$ cat config.mk
export PLATFORM = sky130hd
export DESIGN_NAME = lcd_frame_arbiter_flat
export DESIGN_NICKNAME = d
export VERILOG_FILES = /design/src/rtl/lcd_frame_arbiter_if.sv /design/src/rtl/lcd_frame_arbiter.sv /design/src/flat_wrapper.sv
export SDC_FILE = /design/constraint.sdc
export NUM_CORES = 1
export LEC_CHECK = 0
export CAP_MARGIN = 40
export CORE_ASPECT_RATIO = 1.75
export CORE_MARGIN = 5
export CORE_UTILIZATION = 49
export CTS_BUF_LIST = sky130_fd_sc_hd__clkbuf_4
export CTS_CLUSTER_SIZE = 12
export DETAILED_ROUTE_END_ITERATION = 8
export PLACE_DENSITY = 0.89
export SLEW_MARGIN = 30
export SYNTH_ARGS = -nofsm -noshare
export SYNTH_HDL_FRONTEND = slang
export SYNTH_SLANG_ARGS = --single-unit
$ cat constraint.sdc
create_clock -name clk -period 4.45 [get_ports clk]
set_input_delay 0.6675 -clock clk [delete_from_list [all_inputs] [get_ports clk]]
set_output_delay 0.6675 -clock clk [all_outputs]
set_load 0.01 [all_outputs]
$ cat src/rtl/lcd_frame_arbiter_if.sv
// lcd_frame_arbiter_if
//   Bundles the signals between the pixel sources / LCD timing block and the
//   frame arbiter.
//   master modport : source side (timing, requests, pixel data in; panel
//                    colour, grant and switch pulse back)
//   slave modport  : arbiter side
//   vd         vertical sync, active-low pulse
//   den        data enable
//   req        level request per source, bit i = source i
//   force_next one-cycle pulse, rotate at the next frame boundary
//   src_rgb    packed {R,G,B} per source, source i at [3*CW*i +: 3*CW]
//   r, g, b    registered panel colour
//   gnt        one-hot current owner, zero when idle
//   switched   one-cycle pulse in the cycle gnt changes
interface lcd_frame_arbiter_if #(
    parameter int unsigned N_SRC = 4,
    parameter int unsigned CW    = 8
);
    logic                    vd;
    logic                    den;
    logic [N_SRC-1:0]        req;
    logic                    force_next;
    logic [N_SRC*3*CW-1:0]   src_rgb;
    logic [CW-1:0]           r;
    logic [CW-1:0]           g;
    logic [CW-1:0]           b;
    logic [N_SRC-1:0]        gnt;
    logic                    switched;

    modport master (
        output vd, den, req, force_next, src_rgb,
        input  r, g, b, gnt, switched
    );

    modport slave (
        input  vd, den, req, force_next, src_rgb,
        output r, g, b, gnt, switched
    );
endinterface

$ cat src/rtl/lcd_frame_arbiter.sv
// lcd_frame_arbiter
//   Shares one LCD panel between N_SRC pixel generators. Ownership only moves
//   at a frame boundary (falling edge of vd), so a frame is never split between
//   two sources. Owners are chosen round-robin, keep the panel for at least
//   DWELL_FRAMES before an automatic rotation, rotate after AUTO_FRAMES when
//   someone else is waiting (0 disables), and can be moved on with force_next.
// Ports
//   clk    pixel clock, same clock as the sync generator
//   rst_n  asynchronous active-low reset
//   bus    lcd_frame_arbiter_if.slave: vd, den, req, force_next, src_rgb in;
//          r, g, b, gnt, switched out
module lcd_frame_arbiter #(
    parameter int unsigned N_SRC        = 4,
    parameter int unsigned DWELL_FRAMES = 2,
    parameter int unsigned AUTO_FRAMES  = 120,
    parameter int unsigned CW           = 8
) (
    input  logic                 clk,
    input  logic                 rst_n,
    lcd_frame_arbiter_if.slave   bus
);

    localparam int unsigned IW = $clog2(N_SRC);
    localparam int unsigned PW = 3 * CW;

    localparam logic [IW:0]   NS       = (IW+1)'(N_SRC);
    localparam logic [IW-1:0] LAST_IDX = IW'(N_SRC - 1);
    localparam logic [15:0]   FCNT_MAX = 16'hFFFF;
    localparam logic [15:0]   AUTO_F   = 16'(AUTO_FRAMES);
    localparam logic [15:0]   DWELL_F  = 16'(DWELL_FRAMES);
    localparam bit            AUTO_ON  = (AUTO_FRAMES != 0);

    localparam logic [0:0] IDLE = 1'b0;
    localparam logic [0:0] OWN  = 1'b1;

    logic [0:0]       state_q, state_d;
    logic             vd_q;
    logic             frame_tick;
    logic [IW-1:0]    owner_q, owner_d;
    logic [IW-1:0]    rr_ptr_q, rr_ptr_d;
    logic [N_SRC-1:0] gnt_q, gnt_d;
    logic [15:0]      fcnt_q, fcnt_d;
    logic [15:0]      fcnt_inc;
    logic             force_pend_q, force_pend_d;
    logic             force_now;
    logic             switched_q, switched_d;
    logic [PW-1:0]    rgb_q, rgb_d;

    logic             idle_found;
    logic [IW-1:0]    idle_idx;
    logic             next_found;
    logic [IW-1:0]    next_idx;
    logic             do_grant;
    logic [IW-1:0]    grant_idx;

    // vd_q resets low, so a tick needs vd sampled high first.
    assign frame_tick = vd_q & ~bus.vd;

    // Round-robin searches. The loops run from the farthest candidate to the
    // nearest so the nearest requester is the last (winning) assignment.
    always_comb begin
        logic [IW:0] p;
        p          = '0;
        idle_found = 1'b0;
        idle_idx   = '0;
        next_found = 1'b0;
        next_idx   = '0;
        // From rr_ptr upward, owner excluded trivially (there is none).
        for (int k = int'(N_SRC) - 1; k >= 0; k--) begin
            p = {1'b0, rr_ptr_q} + (IW+1)'(k);
            if (p >= NS) p = p - NS;
            if (bus.req[p[IW-1:0]]) begin
                idle_found = 1'b1;
                idle_idx   = p[IW-1:0];
            end
        end
        // From owner+1 upward with wrap; k never reaches 0 so the owner is excluded.
        for (int k = int'(N_SRC) - 1; k >= 1; k--) begin
            p = {1'b0, owner_q} + (IW+1)'(k);
            if (p >= NS) p = p - NS;
            if (bus.req[p[IW-1:0]]) begin
                next_found = 1'b1;
                next_idx   = p[IW-1:0];
            end
        end
    end

    assign fcnt_inc  = (fcnt_q == FCNT_MAX) ? fcnt_q : fcnt_q + 16'd1;
    // A force_next coinciding with the tick counts as already pending.
    assign force_now = force_pend_q | bus.force_next;

    always_comb begin
        state_d      = state_q;
        owner_d      = owner_q;
        rr_ptr_d     = rr_ptr_q;
        gnt_d        = gnt_q;
        fcnt_d       = fcnt_q;
        switched_d   = 1'b0;
        force_pend_d = force_now;
        do_grant     = 1'b0;
        grant_idx    = '0;

        if (frame_tick) begin
            // Every tick consumes a pending force, whatever it decided.
            force_pend_d = 1'b0;
            unique case (state_q)
                IDLE: begin
                    if (idle_found) begin
                        do_grant  = 1'b1;
                        grant_idx = idle_idx;
                    end
                end
                OWN: begin
                    fcnt_d = fcnt_inc;
                    if (!bus.req[owner_q]) begin
                        // Owner walked away: leave immediately, dwell ignored.
                        if (next_found) begin
                            do_grant  = 1'b1;
                            grant_idx = next_idx;
                        end else begin
                            state_d    = IDLE;
                            gnt_d      = '0;
                            fcnt_d     = '0;
                            switched_d = 1'b1;
                        end
                    end else if (force_now) begin
                        if (next_found) begin
                            do_grant  = 1'b1;
                            grant_idx = next_idx;
                        end else begin
                            // Nobody to hand over to: restart the owner's frame count.
                            fcnt_d = '0;
                        end
                    end else if (AUTO_ON && fcnt_inc >= AUTO_F && fcnt_inc >= DWELL_F
                                 && next_found) begin
                        do_grant  = 1'b1;
                        grant_idx = next_idx;
                    end
                end
                default: ;
            endcase
        end

        if (do_grant) begin
            state_d         = OWN;
            owner_d         = grant_idx;
            gnt_d           = '0;
            gnt_d[grant_idx] = 1'b1;
            rr_ptr_d        = (grant_idx == LAST_IDX) ? '0 : grant_idx + IW'(1);
            fcnt_d          = '0;
            switched_d      = 1'b1;
        end
    end

    // Pixel path: one register stage, black outside den or while idle.
    always_comb begin
        rgb_d = '0;
        if (bus.den && (gnt_q != '0)) begin
            rgb_d = bus.src_rgb[int'(owner_q)*PW +: PW];
        end
    end

    always_ff @(posedge clk or negedge rst_n) begin
        if (!rst_n) begin
            state_q      <= IDLE;
            vd_q         <= 1'b0;
            owner_q      <= '0;
            rr_ptr_q     <= '0;
            gnt_q        <= '0;
            fcnt_q       <= '0;
            force_pend_q <= 1'b0;
            switched_q   <= 1'b0;
            rgb_q        <= '0;
        end else begin
            state_q      <= state_d;
            vd_q         <= bus.vd;
            owner_q      <= owner_d;
            rr_ptr_q     <= rr_ptr_d;
            gnt_q        <= gnt_d;
            fcnt_q       <= fcnt_d;
            force_pend_q <= force_pend_d;
            switched_q   <= switched_d;
            rgb_q        <= rgb_d;
        end
    end

    assign bus.r        = rgb_q[2*CW +: CW];
    assign bus.g        = rgb_q[CW +: CW];
    assign bus.b        = rgb_q[0 +: CW];
    assign bus.gnt      = gnt_q;
    assign bus.switched = switched_q;

    // Internal consistency: grant is one-hot or empty, matches owner and state.
    a_gnt_onehot0: assert property (@(posedge clk) disable iff (!rst_n) $onehot0(gnt_q));
    a_gnt_owner: assert property (@(posedge clk) disable iff (!rst_n)
        (gnt_q != '0) |-> gnt_q[owner_q]);
    a_state_gnt: assert property (@(posedge clk) disable iff (!rst_n)
        (state_q == OWN) == (gnt_q != '0));

endmodule

$ cat src/flat_wrapper.sv
// flat-port wrapper written by rule: the top's interface ports become plain ports
module lcd_frame_arbiter_flat 
#(
    parameter int unsigned N_SRC        = 4,
    parameter int unsigned DWELL_FRAMES = 2,
    parameter int unsigned AUTO_FRAMES  = 120,
    parameter int unsigned CW           = 8
)
  (clk, rst_n, bus_vd, bus_den, bus_req, bus_force_next, bus_src_rgb, bus_r, bus_g, bus_b, bus_gnt, bus_switched);
  lcd_frame_arbiter_if #(.N_SRC(N_SRC), .CW(CW)) bus_i ();
  input  logic clk;
  input  logic rst_n;
  input wire logic [$bits(bus_i.vd)-1:0] bus_vd;
  input wire logic [$bits(bus_i.den)-1:0] bus_den;
  input wire logic [$bits(bus_i.req)-1:0] bus_req;
  input wire logic [$bits(bus_i.force_next)-1:0] bus_force_next;
  input wire logic [$bits(bus_i.src_rgb)-1:0] bus_src_rgb;
  output wire logic [$bits(bus_i.r)-1:0] bus_r;
  output wire logic [$bits(bus_i.g)-1:0] bus_g;
  output wire logic [$bits(bus_i.b)-1:0] bus_b;
  output wire logic [$bits(bus_i.gnt)-1:0] bus_gnt;
  output wire logic [$bits(bus_i.switched)-1:0] bus_switched;
  assign bus_i.vd = bus_vd;
  assign bus_i.den = bus_den;
  assign bus_i.req = bus_req;
  assign bus_i.force_next = bus_force_next;
  assign bus_i.src_rgb = bus_src_rgb;
  assign bus_r = bus_i.r;
  assign bus_g = bus_i.g;
  assign bus_b = bus_i.b;
  assign bus_gnt = bus_i.gnt;
  assign bus_switched = bus_i.switched;
  lcd_frame_arbiter #(.N_SRC(N_SRC), .DWELL_FRAMES(DWELL_FRAMES), .AUTO_FRAMES(AUTO_FRAMES), .CW(CW)) u_core (.clk(clk), .rst_n(rst_n), .bus(bus_i));
endmodule
==> metrics.txt, run 1 <==
Final Hold Violating Endpoints=0; cts hold-fix bufs=0; RSZ-0062 raised after global routing=false; core area=6807 um2; final instance area=4802 um2; Fmax=278.7 MHz; commonest non-fill, non-tap cell in the layout=clkdlybuf4s50_1; port bufs=133; Setup CP Type=reg -> reg; MaxCap Viol Count=0; Final nets=547; relative slew slack=55.16%; placed instance area=4746 um2; worst setup margin=0.8619 ns; vias post-DR=3129; type of the tightest min-delay check=in -> async; Ys Warns=0; Worst-path clk slew=0.15 ns; final std cells w/o fill=522; setup violators final=0; Placed Cells incl. Taps=514; reg2reg end=u_core.rr_ptr_q[1]$_DFFE_PN0N_; flop2flop setup slack=0.86 ns; routability cong.=0.9375; CP max-delay cell=dfrtp_1; DRT Pass-1 Iters=4; asr flop ratio synth=100.0%; number of fill cells=486; Inserted Clock Buffers=5; CP Max Fanout=11; Worst-Skew Late Latency=0.38 ns; DR DRC count=0; ys flop type=dfrtp_1; post-synthesis net count=427; status=complete, no violations; Seq cells post-synth=52; Setup WS pre-CTS=0.9166 ns; Syn Std Cell Area=3387 um2; DIE HEIGHT=120.0 um; share of cells above drive strength 1=13.01%; Synth-to-Final Area Change=41.78%; post_cts resized=0; top cell family by delay on the critical path=simple AND/OR/NAND/NOR gates; reg2reg start=u_core.fcnt_q[0]$_DFFE_PN0P_; Reg2Reg Depth=12; syn avg cell area=10.68 um2; CTS tree=done; WHS=0.3531 ns; vias in the first global route=3388; WL/cell=20.02 um; antenna-violating nets left=0; VDD IR-drop max=0.2702 mV; Setup crit start kind=flop; Power Dens Cells=359.9 nW/um2; post-DR vias/cell=5.994; deepest clock path buffer count=2; buffers and inverters on the worst path=2; Critical Path End Type=flop; Worst EP arrival=3.88 ns; Post-synth EDFFs=0; DIE WIDTH=72.85 um; largest net degree at the start of global routing=53; Critical Path Stages=12; I/O pin cnt=134; DRT Wirelength=10450 um; required time of the critical path=4.74 ns; initial antenna violation count=0; worst path cell trace=ha_1 > and4_1 > nand4_1 > and3_1 > a2111oi_4 > nor3b_1 > a221oi_2 > buf_4 > and3_1 > inv_1 > ha_1 > mux2_4; most frequent cells in the layout=132 x clkdlybuf4s50_1, 51 x dfrtp_1, 27 x nor2b_1, 27 x nand2_1, 25 x mux4_2; post-CTS setup repair buffer count=0; Setup TNS=0 ns; H-tree Lvls=2; delay of the slowest critical-path stage=0.45 ns; first-pass GRT wire length=16410 um; post-synthesis sequential area ratio=38.42%; Final Max Slew Viols=0; Clock Sinks=52; post-synth cell types=58; DR iter-0 viols=296; initial core utilization=49.76%; Post-Synthesis Cells=317; gr usage total=24.86%; total gr overflow=0; Core Rows=40; Leak Pwr=1.897 nW; n_diodes=0; worst slew pin tran=0.6726 ns; Tmin final=3.588 ns; Worst Clk Skew=0.01540 ns; final worst-path cycle share=80.63%; die area=8740 um2; clock root cell=clkbuf_4; dpl hpwl=8585 um
-- through the flow --
stage,utilization (%),power [W]
2_1_floorplan,-,0.001173
3_3_place_gp,69.72,0.001495
3_5_place_dp,69.72,0.001525
4_1_cts,70.55,0.001748
5_1_grt,70.55,0.001834
6_report,70.55,0.001728
-- power breakdown --
part	internal (W)	total [W]	leakage (nW)	switching (W)
registers	0.000563	0.000648	0.691	0.0000844
clock network	0.0000733	0.000219	0.0338	0.000146
logic	0.000527	0.000862	1.17	0.000335
-- sequential cells by signal, indices dropped and copies added (netlist names) --
| register | cells |
|---|---|
| u_core.vd_q | 1 |
| u_core.owner_q | 2 |
| u_core.state_q | 1 |
| u_core.rr_ptr_q | 2 |
| u_core.bus.gnt | 4 |
| u_core.fcnt_q | 16 |
| u_core.bus.switched | 1 |
| u_core.rgb_q | 24 |
| u_core.force_pend_q | 1 |
-- synth_stat cells (2+ instances only) --
| library cell | count | area share (%) |
|---|---|---|
| dfrtp_1 | 52 | 38 |
| o21bai_1 | 2 | 0.44 |
| nand3_1 | 10 | 1.5 |
| buf_6 | 3 | 1.0 |
| or3_1 | 3 | 0.55 |
| a31o_1 | 2 | 0.52 |
| nand4_1 | 4 | 0.74 |
| or4_1 | 2 | 0.44 |
| nor4_1 | 6 | 1.1 |
| and2_1 | 2 | 0.37 |
| clkbuf_1 | 15 | 1.7 |
| inv_1 | 6 | 0.66 |
| and3_1 | 5 | 0.92 |
| nor3b_1 | 2 | 0.44 |
| xnor2_1 | 2 | 0.52 |
| nand3b_1 | 2 | 0.44 |
| o21ai_0 | 18 | 2.7 |
| buf_1 | 3 | 0.33 |
| o22ai_1 | 2 | 0.37 |
| a21o_1 | 5 | 1.1 |
| mux4_2 | 25 | 17 |
| nor4b_4 | 2 | 1.4 |
| and4_1 | 5 | 1.3 |
| ha_1 | 5 | 1.8 |
| nor3_1 | 4 | 0.59 |
| nand2_1 | 27 | 3.0 |
| nor2_1 | 10 | 1.1 |
| a31oi_1 | 4 | 0.74 |
| a21oi_1 | 20 | 3.0 |
| xor2_1 | 2 | 0.52 |
| nor2b_1 | 27 | 5.0 |
| nor2_2 | 2 | 0.37 |
| buf_2 | 5 | 0.74 |
| o31ai_1 | 2 | 0.44 |
| mux2i_1 | 3 | 0.89 |
| nand2b_1 | 3 | 0.55 |
| o21a_1 | 4 | 0.89 |
-- area by class of cell --
type / count / area (um2) / share of cell area (%)
clock buffers: 7 / 52.55 / 1.094
clock inverters: 1 / 3.754 / 0.07817
inverters: 7 / 26.28 / 0.5472
multi-input cells: 232 / 1941 / 40.41
flip-flops and latches: 52 / 1303 / 27.12
well taps: 84 / 105.1 / 2.189
repair buffers: 139 / 1371 / 28.56
-- worst reg2reg max path, delay by kind of cell (launching register included) --
kind / cells / cell delay [ns]
compound gates: 2 / 0.63
mux: 1 / 0.25
fa+ha+maj: 2 / 0.54
simple gates: 5 / 1.35
buf+inv: 2 / 0.29
flops: 1 / 0.45
-- worst max path at each step --
stage | startpoint | to | slack [ns]
final | u_core.fcnt_q[0]$_DFFE_PN0P_ | u_core.rr_ptr_q[1]$_DFFE_PN0N_ | 0.86
after global routing | u_core.fcnt_q[0]$_DFFE_PN0P_ | u_core.rr_ptr_q[1]$_DFFE_PN0N_ | 0.63
after CTS | u_core.fcnt_q[0]$_DFFE_PN0P_ | u_core.rr_ptr_q[1]$_DFFE_PN0N_ | 0.90
after detailed placement | bus_req[3] | u_core.rr_ptr_q[1]$_DFFE_PN0N_ | 0.92
after global placement | bus_req[3] | u_core.rr_ptr_q[1]$_DFFE_PN0N_ | 1.02
after floorplan | u_core.fcnt_q[0]$_DFFE_PN0P_ | u_core.rr_ptr_q[1]$_DFFE_PN0N_ | 1.56
-- cells by family (layout without fill, tap and decap cells) --
group | count (synthesis) | after routing | share of synthesized area (%)
simple gates | 122 | 122 | 21.94
flops | 52 | 52 | 38.42
buf+inv | 33 | 154 | 4.506
compound gates | 71 | 71 | 13.96
xor+xnor | 4 | 4 | 1.035
mux | 30 | 30 | 18.29
fa+ha+maj | 5 | 5 | 1.847
-- routing by layer --
| layer | vias up | global-route usage, % | share of wire [%] |
|---|---|---|---|
| li1 | 1419 | - | - |
| met3 | 30 | 8.634 | 10 |
| met2 | 179 | 43.67 | 53 |
| met4 | 0 | 11.20 | 3.7 |
| met1 | 1501 | 25.82 | 33 |
| met5 | - | 0 | 0 |
Note: power is estimated with default switching activity, not from simulation.
==> inputs of run 2 (changes only) <==
- CORE_UTILIZATION: 49 -> 41
- PLACE_DENSITY: 0.89 -> 0.79
- clock period: 4.45 -> 3.04 ns (I/O delays scaled with it)
==> metrics.txt, run 2 (synthesis results as in run 1) <==
delay of the slowest critical-path stage=0.42 ns; most frequent cells in the layout=132 x clkdlybuf4s50_1, 51 x dfrtp_1, 31 x buf_4; Core Rows=44; power share of the clock group=14.9%; setup violators final=0; Inserted Clock Buffers=5; Leak Pwr=2.075 nW; Worst-Skew Late Latency=0.39 ns; dpl hpwl=8658 um; final worst-path cycle share=95.95%; vias post-DR=3199; gr usage total=20.95%; clock root cell=clkbuf_4; DIE HEIGHT=130.2 um; CTS tree=done; max reg flops=24; VDD IR-drop max=0.3178 mV; Setup WS pre-CTS=0.07659 ns; share of cells above drive strength 1=18.67%; Fmax=342.8 MHz; DRT Pass-1 Iters=5; buffers and inverters on the worst path=1; Biggest register=u_core.rgb_q; DR iter-0 viols=198; reg2reg start=u_core.fcnt_q[0]$_DFFE_PN0P_; Final nets=575; worst path cell trace=ha_2 > nand4_1 > nor4_2 > mux2_2 > a21oi_1 > nor4b_4 > nor3b_2 > o22ai_1 > inv_1 > ha_1 > mux2_4; largest net degree at the start of global routing=31; commonest non-fill, non-tap cell in the layout=clkdlybuf4s50_1; Power Dens Cells=518.8 nW/um2; number of fill cells=666; initial core utilization=41.29%; n_diodes=0; vias in the first global route=3333; I/O pin cnt=134; relative slew slack=64.03%; CP Max Fanout=5; Clock Sinks=52; Critical Path End Type=flop; Setup CP Type=reg -> reg; post-DR vias/cell=5.733; CP max-delay cell=dfrtp_1; combinational share of power=49.8%; net switching power=0.0008482 W; deepest clock path buffer count=2; DRT Wirelength=10620 um; placed instance area=4949 um2; required time of the critical path=3.34 ns; Worst EP arrival=3.22 ns; Internal=0.001797 W; worst setup margin=0.1231 ns; antenna-violating nets left=0; Worst Clk Skew=0.02591 ns; first-pass GRT wire length=16350 um; MaxCap Viol Count=0; reg2reg end=u_core.rr_ptr_q[1]$_DFFE_PN0N_; final instance area=5100 um2; core area=8203 um2; Synth-to-Final Area Change=50.57%; Setup crit start kind=flop; routability cong.=0.9374; top cell family by delay on the critical path=simple AND/OR/NAND/NOR gates; DIE WIDTH=78.71 um; switch share=32.06%; initial antenna violation count=0; DR DRC count=0; total gr overflow=0; Setup TNS=0 ns; worst slew pin tran=0.5396 ns; WL/cell=19.02 um; die area=10250 um2; Reg2Reg Depth=11; H-tree Lvls=2; type of the tightest min-delay check=in -> async; Tmin final=2.917 ns; status=complete, no violations; port bufs=133; flop2flop setup slack=0.12 ns; sequential share of power=35.2%; Final Hold Violating Endpoints=0; Final Max Slew Viols=0; Worst-path clk slew=0.17 ns
## run 2: metrics by stage
step / total power, W / utilization, % / hold slack (ns) / instances
floorplan: 0.001718 / - / 0.1604 / 317
global placement: 0.002239 / 60.33 / 0.4735 / 546
detailed placement: 0.002268 / 60.33 / 0.4934 / 546
CTS: 0.002662 / 61.24 / 0.1151 / 554
global route: 0.002794 / 62.17 / 0.4710 / 558
finish: 0.002646 / 62.17 / 0.4712 / 558
## run 2: layer usage
metal  track usage (%)  vias to the layer above  share of wire, %
met2             40.61                      149                55
li1                  -                     1477                 -
met1             18.69                     1538                31
met3             7.666                       35               9.6
met4             9.887                        0               4.2
met5                 0                        -                 0
## run 2: what timing repair did
item / in CTS / in global routing
endpoints found under the setup margin: 0 / 3
buffers inserted: 0 / 2
resized for setup: 0 / 5
hold endpoints to repair: 0 / 7
hold buffers: 0 / 1
## run 2: final cells by class
type	instances	area, um2	area share, %
well taps	92	115.1	2.257
clock buffers	5	37.54	0.7360
repair buffers	167	1617	31.70
inverters	7	26.28	0.5152
multi-input cells	232	1964	38.52
clock inverters	3	37.54	0.7360
flip-flops and latches	52	1303	25.54
## run 2: power by group through the flow
stage / clock (W) / sequential (W) / combinational, W
5_1_grt: 0.000425 / 0.000956 / 0.00141
3_3_place_gp: 0 / 0.000943 / 0.00130
2_1_floorplan: 0 / 0.000944 / 0.000774
6_report: 0.000394 / 0.000933 / 0.00132
4_1_cts: 0.000404 / 0.000935 / 0.00132
3_5_place_dp: 0 / 0.000950 / 0.00132
## run 2: worst max-delay path by stage
stage	start	to	slack, ns	cells after the start
after floorplan	u_core.fcnt_q[0]$_DFFE_PN0P_	u_core.rr_ptr_q[1]$_DFFE_PN0N_	0.15	11
after global placement	u_core.fcnt_q[0]$_DFFE_PN0P_	u_core.rr_ptr_q[1]$_DFFE_PN0N_	0.15	11
after detailed placement	bus_req[3]	u_core.rr_ptr_q[1]$_DFFE_PN0N_	0.08	11
after CTS	u_core.fcnt_q[0]$_DFFE_PN0P_	u_core.rr_ptr_q[1]$_DFFE_PN0N_	0.07	11
after global routing	u_core.fcnt_q[0]$_DFFE_PN0P_	u_core.rr_ptr_q[1]$_DFFE_PN0N_	-0.01	11
final	u_core.fcnt_q[0]$_DFFE_PN0P_	u_core.rr_ptr_q[1]$_DFFE_PN0N_	0.12	11
